<file path="config.mk">
export PLATFORM = sky130hd
export DESIGN_NAME = logic_op_arbiter
export DESIGN_NICKNAME = d
export VERILOG_FILES = /design/src/rtl/logic_pkg.sv /design/src/rtl/rr_arbiter_core.sv /design/src/rtl/logic_op_arbiter.sv
export SDC_FILE = /design/constraint.sdc
export NUM_CORES = 1
export LEC_CHECK = 0
export CAP_MARGIN = 20
export CORE_AREA = 2 2 134 136
export DETAILED_ROUTE_END_ITERATION = 10
export DIE_AREA = 0 0 136 138
export GPL_TIMING_DRIVEN = 0
export PLACE_DENSITY_LB_ADDON = 0.08
export SYNTH_ARGS = -nofsm -noshare
export SYNTH_HDL_FRONTEND = slang
export SYNTH_SLANG_ARGS = --single-unit
</file>
<file path="constraint.sdc">
create_clock -name clock -period 6.7 [get_ports clock]
set_input_delay 1.34 -clock clock [delete_from_list [all_inputs] [get_ports clock]]
set_output_delay 1.34 -clock clock [all_outputs]
set_load 0.02 [all_outputs]
</file>
<file path="src/rtl/logic_pkg.sv">
// Shared definitions for the bitwise logic-unit arbiter: op encodings,
// default sizing and the result-register state type.
package logic_pkg;

  localparam int LOP_NREQ_DEFAULT  = 4;
  localparam int LOP_WIDTH_DEFAULT = 32;

  typedef enum logic [1:0] {
    LOP_AND = 2'b00,
    LOP_OR  = 2'b01,
    LOP_XOR = 2'b10,
    LOP_NOR = 2'b11
  } lop_e;

  // The result register is either empty or holding one undelivered result.
  typedef enum logic {
    RESP_EMPTY = 1'b0,
    RESP_FULL  = 1'b1
  } resp_state_e;

endpackage

</file>
<file path="src/rtl/rr_arbiter_core.sv">
// Round-robin priority picker: the first requester found scanning upward
// from ptr (wrapping modulo NREQ) wins.
module rr_arbiter_core #(
  parameter int NREQ = 4,
  parameter int IDW  = $clog2(NREQ)
) (
  input  logic [NREQ-1:0] req,
  input  logic [IDW-1:0]  ptr,
  output logic [NREQ-1:0] grant,
  output logic [IDW-1:0]  winner,
  output logic            any_req
);

  logic [IDW-1:0] idx;

  // Scan from the farthest offset down so the nearest requester to ptr is written last.
  always_comb begin
    winner  = '0;
    any_req = 1'b0;
    idx     = '0;
    for (int k = NREQ - 1; k >= 0; k--) begin
      idx = ptr + IDW'(k);
      if (req[idx]) begin
        winner  = idx;
        any_req = 1'b1;
      end
    end
  end

  always_comb begin
    grant = '0;
    if (any_req) grant[winner] = 1'b1;
  end

endmodule

</file>
<file path="src/rtl/logic_op_arbiter.sv">
// Shares one registered bitwise logic unit among NREQ requesters with
// round-robin grants and a single tagged response channel.
module logic_op_arbiter
  import logic_pkg::*;
#(
  parameter int NREQ  = LOP_NREQ_DEFAULT,
  parameter int WIDTH = LOP_WIDTH_DEFAULT,
  parameter int IDW   = $clog2(NREQ)
) (
  input  logic                  clock,
  input  logic                  reset,
  input  logic [NREQ-1:0]       req_valid,
  output logic [NREQ-1:0]       req_ready,
  input  logic [2*NREQ-1:0]     req_op,
  input  logic [WIDTH*NREQ-1:0] req_a,
  input  logic [WIDTH*NREQ-1:0] req_b,
  output logic                  resp_valid,
  input  logic                  resp_ready,
  output logic [WIDTH-1:0]      resp_data,
  output logic [IDW-1:0]        resp_id,
  output logic [31:0]           grant_count
);

  resp_state_e      state_q, state_d;
  logic [IDW-1:0]   rr_ptr;
  logic [NREQ-1:0]  grant;
  logic [IDW-1:0]   winner;
  logic             any_req;
  logic             can_accept;
  logic             accept;
  logic             drain;
  lop_e             sel_op;
  logic [WIDTH-1:0] sel_a;
  logic [WIDTH-1:0] sel_b;
  logic [WIDTH-1:0] result;

  rr_arbiter_core #(
    .NREQ (NREQ),
    .IDW  (IDW)
  ) u_rr (
    .req     (req_valid),
    .ptr     (rr_ptr),
    .grant   (grant),
    .winner  (winner),
    .any_req (any_req)
  );

  // A draining consumer frees the register in the same cycle, so a new op can enter without a bubble.
  assign resp_valid = (state_q == RESP_FULL);
  assign can_accept = !resp_valid || resp_ready;
  assign accept     = any_req && can_accept;
  assign drain      = resp_valid && resp_ready;
  assign req_ready  = can_accept ? grant : '0;

  always_ff @(posedge clock) begin
    if (reset) state_q <= RESP_EMPTY;
    else       state_q <= state_d;
  end

  always_comb begin
    state_d = state_q;
    case (state_q)
      RESP_EMPTY: if (accept) state_d = RESP_FULL;
      RESP_FULL:  if (drain && !accept) state_d = RESP_EMPTY;
      default:    state_d = RESP_EMPTY;
    endcase
  end

  always_comb begin
    sel_op = LOP_AND;
    sel_a  = '0;
    sel_b  = '0;
    for (int i = 0; i < NREQ; i++) begin
      if (winner == IDW'(i)) begin
        sel_op = lop_e'(req_op[2*i +: 2]);
        sel_a  = req_a[WIDTH*i +: WIDTH];
        sel_b  = req_b[WIDTH*i +: WIDTH];
      end
    end
  end

  always_comb begin
    result = '0;
    case (sel_op)
      LOP_AND: result = sel_a & sel_b;
      LOP_OR:  result = sel_a | sel_b;
      LOP_XOR: result = sel_a ^ sel_b;
      LOP_NOR: result = ~(sel_a | sel_b);
      default: result = '0;
    endcase
  end

  // Result, tag, pointer and counter only move on an accept; a plain drain leaves them as they were.
  always_ff @(posedge clock) begin
    if (reset) begin
      rr_ptr      <= '0;
      resp_data   <= '0;
      resp_id     <= '0;
      grant_count <= '0;
    end else if (accept) begin
      rr_ptr      <= winner + IDW'(1);
      resp_data   <= result;
      resp_id     <= winner;
      grant_count <= grant_count + 32'd1;
    end
  end

endmodule
</file>
==> flow_results.org, run 1 <==
** Routing
- Post-detailed-route count of antenna-violating nets :: 0
- 1st-iter DRT viols :: 365
- Total number of vias :: 7,780
- In the final routed layout, each cell accounts on average for 20.9 um.
- Detail-routed via count per cell :: 5.46
- Post-detailed-routing wire length :: 29,800 um
- Total DRC errors in the routed layout :: 0
- The first detailed-routing pass ran for 5 iterations.

** Clock network
- Later-pin clock latency in the skew report :: between 0.3 and 0.4 ns
- Post-CTS setup buffer count :: 0
- Number of buffers created by CTS :: 9
- For this design, the CTS-stage hold fixing added 0 buffers.
- The H-tree generated during clock tree synthesis spans 3 levels.
- The clock passes through at most 2 buffers.
- The clock net in this run drives a total of 69 sinks.
- CTS tree :: yes
- Clock tree synthesis selected as its root buffer the cell sky130_fd_sc_hd__clkbuf_16.
- Resized cells post-CTS :: 0
- Clock slew seen by the registers of the worst setup and hold paths :: 0.06 ns

** Hold path
- Classification of the worst-slack hold path :: reg -> reg
- Hold wc startpoint :: resp_id[0]
- Hold path cells :: 2
- The worst hold path terminates at resp_id[0].

** Placement
- Global placer's final weighted congestion :: 0.923
- Half-perimeter wire length after placement :: 24,000 um
- Input and output buffers added on the ports amount to roughly 340.

** Worst setup path
- The worst register-to-register path begins at rr_ptr[1].
- Kind of capture point of the worst setup path :: output port
- Startpoint type of the worst setup path :: input port
- Data required, critical path :: 5.36 ns
- Reg2Reg Setup Slack :: around 2.3 ns
- Worst Setup Path Type :: in -> out
- R2r worst-path depth :: 14
- Maximum fanout along the worst path :: 10
- RR Endpoint :: resp_data[17]
- STA puts the critical path data arrival time at 5.13 ns.

** Power and ir drop
- In this run the power density over the cells is 240 nW/um^2.
- IR drop worst, VDD :: between 0.1 and 0.15 mV
- Static Leakage :: 0.00446 uW
- After layout, the design draws a total of 2550 uW.

** Die
- Die Y-Extent :: 138 um
- The total area inside the core boundary comes to 17,500 sq um.
- Starting utilization of the core area :: 37.8%
- The floorplan step set the die width to 136 um.
- I/O pin cnt :: 342
- The floorplan step defined a die boundary enclosing 18,800 sq um.
- Floorplan row count :: 49

** Timing
- Tightest Pin Transition :: 0.847 ns
- Derived from the worst setup path, the maximum achievable clock frequency is 0.155 GHz.
- The worst pin sits at a relative slew slack of 43.6%.
- Accumulated negative setup slack :: 0 ns
- The hold violation count in the final report is 0.
- Final Max Slew Viols :: 0
- Final setup skew :: 0.00903 ns
- Share of the clock period used by the worst path :: ~97%
- Min Tclk post-route :: 6.47 ns
- Final setup violation count :: 0
- RSZ-0062 raised after global routing :: no

** Finish
- Compared with the post-synthesis result, the final layout area differs by 60.5%.
- Cells with a size suffix above 1 make up roughly 2.6% of the layout.
- Net total in the final layout :: 1,531

** Synthesis
- Sequential cell area fraction in the yosys report :: 20.8%
- Post-Syn Area :: 6630 sq um
- Summed over all instances, the cell type with the most area after synthesis is sky130_fd_sc_hd__dfxtp_1.
- Average cell area after synthesis :: 7.90 sq um
- Counting flops with a built-in enable in the synthesized netlist gives 0.
- Most area-consuming cells after synthesis :: sky130_fd_sc_hd__dfxtp_1 (21%), sky130_fd_sc_hd__ha_1 (13%), sky130_fd_sc_hd__a221oi_1 (13%)
- The share of synthesized area in the top cell type comes to 20.8%.
- Counting every net in the synthesized netlist gives 1,179.
- Counting flops and latches in the post-synthesis netlist gives 69.
- Cells after Synth :: 839
- During synthesis, Yosys emitted a total of 0 warnings.
- Synth Flop Type :: sky130_fd_sc_hd__dfxtp_1
- After synthesis, the netlist uses 40 different library cells.
- Share of synthesized registers carrying an async set or reset :: 0%

** Global route
- Sum of overflow across all layers after global routing :: 0
- The via count of the first global-routing pass is 7,800.
- Maximum number of pins on one net before global-route repair :: 14
- The initial antenna violation count came to 1.
- Wire length of the first global-routing pass :: 44,400 um
- Overall fraction of global-route tracks in use :: 31.3%

** Run
- Number of max-capacitance violations reported :: 0

** Status
- Status :: complete, no violations
[synth_stat cells (3+ instances only)]
cell type / instances
sky130_fd_sc_hd__buf_2: 6
sky130_fd_sc_hd__xor2_1: 47
sky130_fd_sc_hd__nor2b_1: 67
sky130_fd_sc_hd__clkbuf_1: 55
sky130_fd_sc_hd__inv_1: 70
sky130_fd_sc_hd__nor3b_1: 3
sky130_fd_sc_hd__nand4_1: 13
sky130_fd_sc_hd__buf_4: 4
sky130_fd_sc_hd__and3_1: 10
sky130_fd_sc_hd__dfxtp_1: 69
sky130_fd_sc_hd__buf_1: 7
sky130_fd_sc_hd__or3_1: 6
sky130_fd_sc_hd__a21oi_1: 48
sky130_fd_sc_hd__nand3_1: 10
sky130_fd_sc_hd__o21bai_1: 32
sky130_fd_sc_hd__nand2_1: 19
sky130_fd_sc_hd__mux2i_1: 33
sky130_fd_sc_hd__o21ai_0: 8
sky130_fd_sc_hd__a221oi_1: 96
sky130_fd_sc_hd__xnor2_1: 9
sky130_fd_sc_hd__nor2_1: 32
sky130_fd_sc_hd__ha_1: 69
sky130_fd_sc_hd__nor3_1: 69
sky130_fd_sc_hd__nor4_1: 5
sky130_fd_sc_hd__a21o_1: 33
[critical path: stages]
cell                              delay, ns
sky130_fd_sc_hd__clkdlybuf4s50_1       0.49
sky130_fd_sc_hd__mux2i_1               0.17
sky130_fd_sc_hd__nor2_1                0.05
sky130_fd_sc_hd__nor3_1                0.53
sky130_fd_sc_hd__ha_1                  0.26
sky130_fd_sc_hd__clkbuf_1              0.22
sky130_fd_sc_hd__clkbuf_1              0.65
sky130_fd_sc_hd__buf_1                 0.55
sky130_fd_sc_hd__and3_1                0.25
sky130_fd_sc_hd__clkdlybuf4s50_1       0.60
[sequential cells by signal, indices dropped and copies added, names as in the netlist]
| name | cells |
|---|---|
| grant_count | 32 |
| resp_data | 32 |
| resp_id | 2 |
| resp_valid | 1 |
| rr_ptr | 2 |
[per-stage QoR]
stage / util, % / setup slack, ns / std cells / area [sq um] / hold slack, ns
after floorplan: - / 2.17 / 839 / 6630 / 0.491
after global placement: 58.9 / 0.479 / 1409 / 10300 / 0.459
after detailed placement: 58.9 / 0.382 / 1409 / 10300 / 0.464
after CTS: 60.7 / 0.374 / 1425 / 10600 / 0.474
after global routing: 60.7 / 0.0906 / 1425 / 10600 / 0.499
final: 60.7 / 0.232 / 1426 / 10600 / 0.472
[area by class of cell]
cell class                      instances  area (sq um)
Fill cell                            1685          6890
Timing Repair Buffer                  341          3410
Inverter                               70           263
Multi-Input combinational cell        627          4690
Sequential cell                        69          1380
Buffer                                 73           298
Clock buffer                           10           239
Clock inverter                          6          68.8
Antenna cell                            1          2.50
Tap cell                              229           287
[kinds of logic after synthesis]
family                   after synthesis  share of synthesized area [%]
AO/OA/AOI/OAI                        223                           24.9
XOR/XNOR                              56                           7.40
adder cells (fa/ha/maj)               69                           13.0
buffers and inverters                143                           8.45
flip-flops                            69                           20.8
multiplexers                          33                           4.98
AND/OR/NAND/NOR                      246                           20.4
[where the power goes]
group	switching (uW)	internal (uW)
registers	45.1	477
logic	841	689
clock network	200	301
total	1090	1470
[worst max-delay path by stage]
stage | startpoint | endpoint | cells past startpoint
floorplan | req_valid[2] | req_ready[3] | 8
global placement | req_valid[0] | req_ready[1] | 10
detailed placement | req_valid[0] | req_ready[1] | 10
CTS | req_valid[0] | req_ready[1] | 10
global route | req_valid[0] | req_ready[1] | 10
finish | req_valid[0] | req_ready[1] | 10
[placed cells by master, fill, tap and decap left out, types with 9 or more instances in the layout]
cell	netlist	final
sky130_fd_sc_hd__ha_1	69	69
sky130_fd_sc_hd__clkbuf_1	55	55
sky130_fd_sc_hd__o21bai_1	32	32
sky130_fd_sc_hd__nor2b_1	67	67
sky130_fd_sc_hd__inv_1	70	70
sky130_fd_sc_hd__clkbuf_16	0	9
sky130_fd_sc_hd__nand3_1	10	10
sky130_fd_sc_hd__xor2_1	47	47
sky130_fd_sc_hd__nor2_1	32	32
sky130_fd_sc_hd__nand2_1	19	19
sky130_fd_sc_hd__and3_1	10	10
sky130_fd_sc_hd__nand4_1	13	13
sky130_fd_sc_hd__mux2i_1	33	33
sky130_fd_sc_hd__a21o_1	33	33
sky130_fd_sc_hd__a21oi_1	48	48
sky130_fd_sc_hd__clkdlybuf4s50_1	0	341
sky130_fd_sc_hd__dfxtp_1	69	69
sky130_fd_sc_hd__xnor2_1	9	9
sky130_fd_sc_hd__nor3_1	69	69
sky130_fd_sc_hd__a221oi_1	96	96
[metal layers]
layer / vias to the layer above / routed length [um] / GRT usage (%) / share of wire, %
li1: 3752 / - / - / -
met1: 3674 / 11400 / 34.6 / 38
met2: 294 / 15200 / 57.1 / 51
met3: 60 / 2040 / 6.75 / 6.8
met4: 0 / 1190 / 13.2 / 4.0
met5: - / 0 / 0 / 0
Power figures use the tool's default switching activity.
==> inputs of run 2 (changes only) <==
Settings changed: GPL_TIMING_DRIVEN 0 to unset.
==> run 2 against run 1 <==
Effect of this change:
- fmax is 16% higher
- via count is 6.7% lower
- core utilization is 0.93 points lower
- non-clock buffer count is 63 lower
- sequential share of layout area is 0.20 points higher
- sequential cell count stayed put
==> flow_results.org, run 2 (synthesis results as in run 1) <==
** Status
- Status :: complete, no violations

** Die
- The floorplan has 49 rows.
- Once the floorplan was initialized, standard cells occupied a little under two fifths of the core.
- The core region is 17,500 sq um.
- The floorplan step defined a die boundary enclosing roughly 19,000 sq um.
- I/O pin cnt :: 342
- The die is 138 um tall.
- The floorplan step set the die width to 136 um.

** Finish
- Filler cells :: ~1.7k
- Most common cell after layout, fill and taps aside :: sky130_fd_sc_hd__clkdlybuf4s50_1
- Of the cells placed in the final design, the portion with a size suffix greater than 1 is 3.35%.
- Net total in the final layout :: around 1.5k
- Growth of design area from synthesis to finish :: 58.0%
- The number of antenna diodes in the final layout is 0.
- The largest registers in the layout are grant_count (32), resp_data (32).
- The finished layout holds between 1k and 1.5k standard cells, fillers aside.
- Final Util :: between 50 and 60%
- Most used cells in the layout excluding fill and tap cells :: sky130_fd_sc_hd__clkdlybuf4s50_1 (340), sky130_fd_sc_hd__a221oi_1 (96), sky130_fd_sc_hd__inv_1 (70), sky130_fd_sc_hd__nor3_1 (69), sky130_fd_sc_hd__dfxtp_1 (69)

** Placement
- After legalization and detailed placement, the total HPWL measured about 18,000 um.
- Port buffering added 341 buffers.
- Worst Setup Slack post-DPL :: 1.10 ns
- The congestion estimate from routability-driven global placement came to about 0.9.
- Placed instance count :: 1,346

** Power and ir drop
- Power share of the sequential group :: 21.2%
- Internal power comes to 1450 uW.
- In this run, the clock network consumes 20.1% of the power.
- In this run the static leakage power is 0.00440 uW.
- Net switching is 40.7% of the power.
- The worst-case IR drop observed on VDD is 0.132 mV.
- Power per cell area :: 233 nW/um^2
- Of the total power, combinational logic draws 58.7%.
- For this design the total switching power over the nets is 995 uW.

** Hold path
- Hold wc startpoint :: resp_id[0]
- Hold path cells :: 2
- Hold Path Sink :: resp_id[0]
- In this run the worst hold path is classified as reg -> reg.

** Clock network
- TritonCTS built the clock tree.
- Clock slew seen by the registers of the worst setup and hold paths :: 0.06 ns
- Post-CTS setup buffer count :: 0
- Clock tree root buffer cell :: sky130_fd_sc_hd__clkbuf_16
- In this run, post-CTS repair resized a total of 0 instances.
- Number of sinks driven by the clock tree :: 69
- No sink is reached through more buffers than the 2 on the longest clock path.
- Number of buffers created by CTS :: 9
- For this design, the CTS-stage hold fixing added 0 buffers.
- At the later pin of the worst-skew pair, clock insertion delay measures 0.35 ns.
- The H-tree was split into 3 levels.

** Routing
- Using the TritonRoute via totals, the vias-per-cell ratio works out to about 5.3.
- Total DRC errors in the routed layout :: 0
- For this block, the initial DRC count from the detailed router was 229.
- Post-detailed-route count of antenna-violating nets :: 0
- Post-detailed-routing wire length :: 24,100 um
- For this run, the detailed router's first-pass iteration total came to 4.
- Routed wire per std cell :: between 15 and 20 um
- The routed layout has 7,262 vias.

** Worst setup path
- Largest delay share family, worst path :: buffers and inverters
- The critical path contains buffers and inverters numbering 2 combined.
- The critical path in this run is classified as in -> out.
- Startpoint type of the worst setup path :: input port
- The worst setup path is captured at an output port.
- Worst R2R Start :: rr_ptr[1]
- On the worst path, the slowest cell contributes a delay of 0.71 ns.
- The cell that appears most often on the critical path is sky130_fd_sc_hd__clkdlybuf4s50_1.
- Reg2Reg Setup Slack :: 2.53 ns
- Data arrival, critical path :: 4.25 ns
- Maximum fanout along the worst path :: 26
- RR Endpoint :: resp_data[10]
- Measured in cells, the most critical reg-to-reg path has a length of 9.
- Data required, critical path :: 5.36 ns
- List of cells traversed by the critical path :: clkdlybuf4s50_1, mux2i_1, nor2_1, nor3_1, ha_2, and3_1, clkdlybuf4s50_1
- Among all stages on the critical path, the largest delay is contributed by sky130_fd_sc_hd__ha_2.

** Global route
- Entering global routing, the biggest net connects 86 pins.
- Number of antenna violations at the first check in global routing :: 1
- The first global-routing pass estimated 36,900 um of wire.
- The via count of the first global-routing pass was 7,090.
- Sum of overflow across all layers after global routing :: 0
- Overall fraction of global-route tracks in use :: 25.0%

** Timing
- Share of the clock period used by the worst path :: between 80% and 90%
- Final setup violation count :: 0
- RSZ-0062 raised after global routing :: no
- For the pin with the worst max-slew slack, the measured transition is ~0.85 ns.
- Final Hold Fails :: 0
- The worst pin sits at a relative slew slack of 43.1%.
- Adding up every negative setup slack in the final design gives 0 ns.
- Timing would allow up to 0.179 GHz.
- Final setup skew :: approximately 0.0079 ns
- Counting I/O delays and the setup requirement, the final critical path takes 5.59 ns.
- The total count of max-transition violations in the final report is 0.
- Final worst setup slack :: between 1 and 1.5 ns

** Run
- Number of max-capacitance violations reported :: 0
-- run 2: changes by cell type in the layout (fill, tap and decap cells not counted), sizes merged --
cell and change:
clkbuf -57, buf -6, clkinv +2, clkdlybuf4s50 -1
diode -1, inv -1
-- run 2: power by group through the flow --
stage | logic (uW) | registers, uW | clock network (uW)
after CTS | 1460 | 519 | 496
after global routing | 1590 | 526 | 514
after global placement | 1420 | 527 | 0
after detailed placement | 1450 | 525 | 0
after floorplan | 840 | 598 | 0
final | 1440 | 518 | 490
-- run 2: how the worst max path moves through the flow --
stage                             from  slack (ns)       endpoint  cells past startpoint
after global routing      req_valid[0]        0.96   req_ready[1]                      7
final                     req_valid[0]        1.11   req_ready[1]                      7
after global placement    req_valid[0]        1.17   req_ready[1]                      7
after detailed placement  req_valid[0]        1.10  resp_data[25]                     10
after floorplan           req_valid[2]        2.17   req_ready[3]                      8
after CTS                 req_valid[0]        1.09   req_ready[1]                      7
-- run 2: metal layers --
layer	wire, um	vias to the layer above	track usage [%]
li1	-	3620	-
met1	9640	3339	28.5
met2	12000	252	43.5
met3	1600	51	6.71
met4	936	0	10.5
met5	0	-	0
-- run 2: worst reg2reg max path, cell delays in order, from the launching register on --
cell	delay [ns]
sky130_fd_sc_hd__dfxtp_1	0.44
sky130_fd_sc_hd__mux2i_1	0.22
sky130_fd_sc_hd__nor2_1	0.05
sky130_fd_sc_hd__nor3_1	0.64
sky130_fd_sc_hd__ha_4	0.60
sky130_fd_sc_hd__buf_4	0.74
sky130_fd_sc_hd__a221oi_1	0.31
sky130_fd_sc_hd__and2_1	0.49
sky130_fd_sc_hd__buf_4	0.31
sky130_fd_sc_hd__a221oi_1	0.28
-- run 2: metrics by stage --
stage | total power [uW] | hold slack [ns] | cell area [sq um]
CTS | 2470 | 0.474 | 10500
global route | 2630 | 0.498 | 10500
floorplan | 1440 | 0.491 | 6630
global placement | 1950 | 0.462 | 10200
finish | 2440 | 0.465 | 10500
detailed placement | 1970 | 0.467 | 10200
-- run 2: cell type report --
class / instances / area, sq um / share of cell area, %
Multi-Input combinational cell: 627 / 4750 / 45.3
Clock inverter: 7 / 73.8 / 0.705
Sequential cell: 69 / 1380 / 13.2
Clock buffer: 9 / 225 / 2.15
Tap cell: 229 / 287 / 2.73
Inverter: 70 / 263 / 2.51
Timing Repair Buffer: 351 / 3500 / 33.4
